$ cat config.mk
export PLATFORM = sky130hd
export DESIGN_NAME = passive_security_alarm
export DESIGN_NICKNAME = d
export VERILOG_FILES = /design/src/rtl/passive_security_alarm_pkg.sv /design/src/rtl/passive_debounce.sv /design/src/rtl/passive_security_alarm.sv
export SDC_FILE = /design/constraint.sdc
export NUM_CORES = 1
export LEC_CHECK = 0
export BUFFER_PORTS_ARGS = -buffer_cell sky130_fd_sc_hd__buf_2
export CAP_MARGIN = 20
export CORE_ASPECT_RATIO = 0.9
export CORE_MARGIN = 8
export CORE_UTILIZATION = 40
export DETAILED_ROUTE_END_ITERATION = 16
export GPL_ROUTABILITY_DRIVEN = 0
export PLACE_DENSITY = 0.62
export SLEW_MARGIN = 20
export SYNTH_ARGS = -nofsm -noshare
export SYNTH_HDL_FRONTEND = slang
export SYNTH_HIERARCHICAL = 1
export SYNTH_SLANG_ARGS = --single-unit
$ cat constraint.sdc
create_clock -name clk -period 4.2 [get_ports clk]
set_input_delay 0.63 -clock clk [delete_from_list [all_inputs] [get_ports clk]]
set_output_delay 0.63 -clock clk [all_outputs]
set_load 0.01 [all_outputs]
$ cat src/rtl/passive_security_alarm_pkg.sv
// Shared definitions for the passive security alarm and its dashboard decoder.
// Contents:
//   ALARM_STATE_W - width of the AlarmState status code
//   alarm_state_e - FSM state encoding as seen on AlarmState
package passive_security_alarm_pkg;

    localparam int ALARM_STATE_W = 2;

    typedef enum logic [ALARM_STATE_W-1:0] {
        ST_IDLE     = 2'b00,
        ST_ARMING   = 2'b01,
        ST_ALERT    = 2'b10,
        ST_SILENCED = 2'b11
    } alarm_state_e;

endpackage

$ cat src/rtl/passive_debounce.sv
// Single-bit debounce filter. The filtered output follows raw only after raw
// has differed from it for CYCLES consecutive rising edges; any shorter
// excursion is discarded.
// Ports:
//   clk      - system clock
//   reset    - synchronous active-high reset (filtered and counter to 0)
//   raw      - unfiltered sensor level
//   filtered - debounced level
module passive_debounce #(
    parameter int CYCLES = 4
) (
    input  logic clk,
    input  logic reset,
    input  logic raw,
    output logic filtered
);

    localparam int CNT_W = $clog2(CYCLES) + 1;

    logic             filt_q, filt_d;
    logic [CNT_W-1:0] cnt_q, cnt_d;

    always_comb begin
        filt_d = filt_q;
        cnt_d  = '0;
        if (raw != filt_q) begin
            // The edge on which the counter already shows CYCLES-1 is the
            // CYCLES-th consecutive mismatch, so the change is accepted here.
            if (cnt_q == CNT_W'(CYCLES - 1)) begin
                filt_d = raw;
            end else begin
                cnt_d = cnt_q + 1'b1;
            end
        end
    end

    always_ff @(posedge clk) begin
        if (reset) begin
            filt_q <= 1'b0;
            cnt_q  <= '0;
        end else begin
            filt_q <= filt_d;
            cnt_q  <= cnt_d;
        end
    end

    assign filtered = filt_q;

endmodule

$ cat src/rtl/passive_security_alarm.sv
// Passive car security block: warns when the lights are on, a door is open
// and the ignition is off. Every sensor is debounced, the condition must hold
// for WARN_DELAY cycles before the chime sounds, and the driver may silence it.
// Ports:
//   clk, reset        - system clock, synchronous active-high reset
//   CarLightsOnSign   - raw lights-on sensor
//   OpenDoorSign      - raw door-open sensors, one bit per door
//   IgnitionSignalOn  - raw ignition sensor
//   AckButton         - silence request (level, not debounced)
//   PassiveSignal     - filtered alarm condition, registered
//   ChimeOut          - chime drive, square wave while in ALERT
//   DoorOpenMask      - debounced door states
//   AlarmState        - FSM state code (also the debug view of the FSM)
module passive_security_alarm
    import passive_security_alarm_pkg::*;
#(
    parameter int NUM_DOORS         = 4,
    parameter int DEBOUNCE_CYCLES   = 4,
    parameter int WARN_DELAY        = 8,
    parameter int CHIME_HALF_PERIOD = 4
) (
    input  logic                     clk,
    input  logic                     reset,
    input  logic                     CarLightsOnSign,
    input  logic [NUM_DOORS-1:0]     OpenDoorSign,
    input  logic                     IgnitionSignalOn,
    input  logic                     AckButton,
    output logic                     PassiveSignal,
    output logic                     ChimeOut,
    output logic [NUM_DOORS-1:0]     DoorOpenMask,
    output logic [ALARM_STATE_W-1:0] AlarmState
);

    localparam int DLY_W   = $clog2(WARN_DELAY) + 1;
    localparam int CHIME_W = $clog2(CHIME_HALF_PERIOD) + 1;
    localparam int NUM_IN  = NUM_DOORS + 2;

    // Sensor vector layout: bit 0 lights, bit 1 ignition, bits above doors.
    logic [NUM_IN-1:0] raw_vec;
    logic [NUM_IN-1:0] filt_vec;

    assign raw_vec = {OpenDoorSign, IgnitionSignalOn, CarLightsOnSign};

    for (genvar i = 0; i < NUM_IN; i++) begin : gen_deb
        passive_debounce #(
            .CYCLES (DEBOUNCE_CYCLES)
        ) u_deb (
            .clk      (clk),
            .reset    (reset),
            .raw      (raw_vec[i]),
            .filtered (filt_vec[i])
        );
    end

    logic                 lights_f;
    logic                 ign_f;
    logic [NUM_DOORS-1:0] door_f;
    logic                 cond;

    assign lights_f = filt_vec[0];
    assign ign_f    = filt_vec[1];
    assign door_f   = filt_vec[NUM_IN-1:2];
    assign cond     = lights_f & (|door_f) & ~ign_f;

    alarm_state_e       state_q, state_d;
    logic [DLY_W-1:0]   dly_q, dly_d;
    logic [CHIME_W-1:0] chime_cnt_q, chime_cnt_d;
    logic               passive_q, passive_d;

    always_comb begin
        state_d     = state_q;
        dly_d       = dly_q;
        // Chime phase only advances while staying in ALERT; any other path
        // leaves it cleared so the next ALERT entry starts high.
        chime_cnt_d = '0;
        passive_d   = cond;
        case (state_q)
            ST_IDLE: begin
                if (cond) begin
                    state_d = ST_ARMING;
                    dly_d   = '0;
                end
            end
            ST_ARMING: begin
                if (!cond) begin
                    state_d = ST_IDLE;
                    dly_d   = '0;
                end else if (dly_q == DLY_W'(WARN_DELAY - 1)) begin
                    state_d = ST_ALERT;
                    dly_d   = '0;
                end else begin
                    dly_d = dly_q + 1'b1;
                end
            end
            ST_ALERT: begin
                // Loss of the condition takes priority over a silence request.
                if (!cond) begin
                    state_d = ST_IDLE;
                end else if (AckButton) begin
                    state_d = ST_SILENCED;
                end else if (chime_cnt_q != CHIME_W'(2 * CHIME_HALF_PERIOD - 1)) begin
                    chime_cnt_d = chime_cnt_q + 1'b1;
                end
            end
            ST_SILENCED: begin
                // Only a fall of cond re-arms; extra doors opening do not.
                if (!cond) begin
                    state_d = ST_IDLE;
                end
            end
            default: begin
                state_d = ST_IDLE;
            end
        endcase
    end

    always_ff @(posedge clk) begin
        if (reset) begin
            state_q     <= ST_IDLE;
            dly_q       <= '0;
            chime_cnt_q <= '0;
            passive_q   <= 1'b0;
        end else begin
            state_q     <= state_d;
            dly_q       <= dly_d;
            chime_cnt_q <= chime_cnt_d;
            passive_q   <= passive_d;
        end
    end

    // First half of each chime period is high.
    assign ChimeOut      = (state_q == ST_ALERT) &&
                           (chime_cnt_q < CHIME_W'(CHIME_HALF_PERIOD));
    assign PassiveSignal = passive_q;
    assign DoorOpenMask  = door_f;
    assign AlarmState    = state_q;

endmodule
==> flow_summary.yaml <==
critical_path:
  cp_data_arrival_time_ps: 1230
  crit_chain: "or2b_1 > nor2_1 > buf_2"
  start_kind: "register"
  critPathCaptureType: "primary output"
  crit_path_max_fanout: 8
  path_class: "register to primary output"
  max_stage_delay_ps: 460
  cp_top_family: "flip-flops"
  worstRegToRegCells: 5
  worst-path-buf-inv: 1
  crit_cells: 3
  crit_slowest_cell: "dfxtp_1"
  worstPathRequired_ps: 3570
worst_hold_path:
  min_path_cells: 1
  min_path_type: "register to register"
timing:
  setup_violations: 0
  fmax_mhz: 538
  period_needed_ps: 1860
  rsz0062_at_grt: "false"
  drv_slew: 0
  period_share: 0.442
  fin_worst_hold_slack_ps: 427
  tns_ps: 0
  fin_worst_skew_ps: 4.23
  hold_violations: 0
  slew_headroom: 0.558
  setup_ws_ps: 2340
  worst_pin_slew_ps: 663
logic_synthesis:
  yosysSeqAreaShare: 0.465
  yosysWarnings: 6
  netlist-cell-type-count: 26
  syn_nets: 152
  synth-seq-cells: 34
  synth_area_per_cell_sq_um: 11.4
  netlist_area_sq_mm: 0.00146
  syn_inst: 128
routing:
  dr.first_iter.drc_count: 30
  via_per_inst: 4.99
  num_vias: 979
  wl_um: 2470
  drc: 0
  post_drt_wl_per_cell_um: 12.6
  postRouteAntennaNets: 0
  firstDrtPassIters: 4
final_layout:
  fin_nets: 174
  syn2layout_area_growth_pct: 14.4
  layout-drive-gt1-share: 0.200
  fin_area_sq_mm: 0.00167
  nFillCells: 335
  diodes: 0
placement:
  placed_area_sq_mm: 0.00160
  place_ws_ps: 2510
  hpwl_um: 1810
  port_buffers: 16
floorplan:
  core_area_sq_mm: 0.00360
  die_h_um: 73.4
  die-area_sq_mm: 0.00585
  rows: 21
  initial_core_util: 0.406
  num_io_pins: 17
  die_w_um: 79.7
pwr:
  p_total_mw: 0.578
  power_per_cell_area_mw_per_mm2: 346
  ir_drop_mv: 0.238
  leakagePower_nw: 0.654
clocking:
  clock_latency_ps: 280
  clock_sinks: 34
  cts.repair.resized: 0
  cts_tree: "built"
  cts_buffers: 5
  cts_max_path_buffers: 2
  htree_levels: 2
  hold_buffers: 0
  clk_pin_slew_ps: 60
  post_cts_buffers: 0
  root_buffer: "clkbuf_8"
grt:
  grt.total_usage: 0.0938
  antenna_found_initial: 0
  grt_first_pass_wirelength_um: 4130
  first_global_vias: 948
  overflow: 0
  grt_max_degree: 36
run_status:
  status: "complete, no violations"
job:
  max_cap_viol_count: 0
[per-layer routing]
| layer | share of wire | routed length [um] | vias up | global-route usage |
|---|---|---|---|---|
| li1 | - | - | 516 | - |
| met1 | 0.43 | 1050 | 444 | 0.0933 |
| met2 | 0.50 | 1240 | 14 | 0.157 |
| met3 | 0.050 | 124 | 5 | 0.0513 |
| met4 | 0.021 | 53 | 0 | 0.0423 |
| met5 | 0 | 0 | - | 0 |
[report_power, final]
group,leakage [nW],internal [mW],switching (mW)
clock,0.0383,0.114,0.103
sequential,0.276,0.329,0.00323
combinational,0.340,0.0134,0.0154
total,0.654,0.456,0.122
[Yosys cell counts]
| cell type | n | area [sq um] |
|---|---|---|
| dfxtp_1 | 34 | 681 |
| ha_1 | 15 | 188 |
| nor4_1 | 12 | 75.1 |
| inv_1 | 9 | 33.8 |
| nor2_1 | 9 | 33.8 |
| mux2i_1 | 8 | 80.1 |
| nor4b_2 | 6 | 90.1 |
| xnor2_1 | 6 | 52.6 |
| nand2b_1 | 5 | 31.3 |
| o32ai_1 | 4 | 35.0 |
| and2_1 | 2 | 12.5 |
| nor3_1 | 2 | 10.0 |
| or2b_1 | 2 | 15.0 |
| or3_1 | 2 | 12.5 |
| a21oi_1 | 1 | 5.00 |
| and3b_1 | 1 | 8.76 |
| clkbuf_1 | 1 | 3.75 |
| nand3_1 | 1 | 5.00 |
| nand3b_1 | 1 | 7.51 |
| nor2b_1 | 1 | 6.26 |
| nor4_2 | 1 | 12.5 |
| nor4_4 | 1 | 21.3 |
| o211a_1 | 1 | 10.0 |
| o41ai_2 | 1 | 16.3 |
| or2_1 | 1 | 6.26 |
| or4b_1 | 1 | 10.0 |
[state kept, by name (all words and copies together), names as in the netlist]
name                    flops
gen_deb.u_deb/cnt_q        18
PassiveSignal               1
gen_deb.u_deb/filtered      6
AlarmState                  2
dly_q                       4
chime_cnt_q                 3
[worst reg2reg max path: cells and delay by family (launching register included)]
kind / cells / cell delay, ps
simple gates: 3 / 880
flops: 1 / 320
fa+ha+maj: 2 / 370
[logic make-up after synthesis]
family	share of synthesized area
simple gates	0.245
flops	0.465
compound gates	0.0453
mux	0.0547
xor+xnor	0.0359
buf+inv	0.0257
fa+ha+maj	0.128
[cells in the final DEF, fill, tap and decap left out, drive strengths merged, types with 6 or more instances in the layout]
cell type / count
buf: 16
clkbuf: 7
dfxtp: 34
ha: 15
inv: 9
mux2i: 8
nor2: 9
nor4: 14
nor4b: 6
xnor2: 6
[worst paths after layout]
| kind | to | startpoint | slack (ps) |
|---|---|---|---|
| max | ChimeOut | AlarmState[1] | 2340 |
| min | gen_deb[0].u_deb/cnt_q[0] | gen_deb[0].u_deb/cnt_q[0] | 430 |
| max reg2reg | chime_cnt_q[0] | chime_cnt_q[0] | 2560 |
| min reg2reg | gen_deb[0].u_deb/cnt_q[0] | gen_deb[0].u_deb/cnt_q[0] | 430 |
[stage by stage]
step / std cells / util
floorplan: 128 / -
global placement: 189 / 0.444
detailed placement: 189 / 0.444
CTS: 196 / 0.465
global route: 196 / 0.465
finish: 196 / 0.465
[layout make-up]
class,count,area [sq um],share of cell area
multi-input combinational,84,744,0.445
sequential,34,681,0.407
timing repair buffer,16,80.1,0.0479
clock buffer,7,76.3,0.0456
tap,46,57.6,0.0344
inverter,9,33.8,0.0202
No activity file was read; power rests on OpenSTA's default activity.
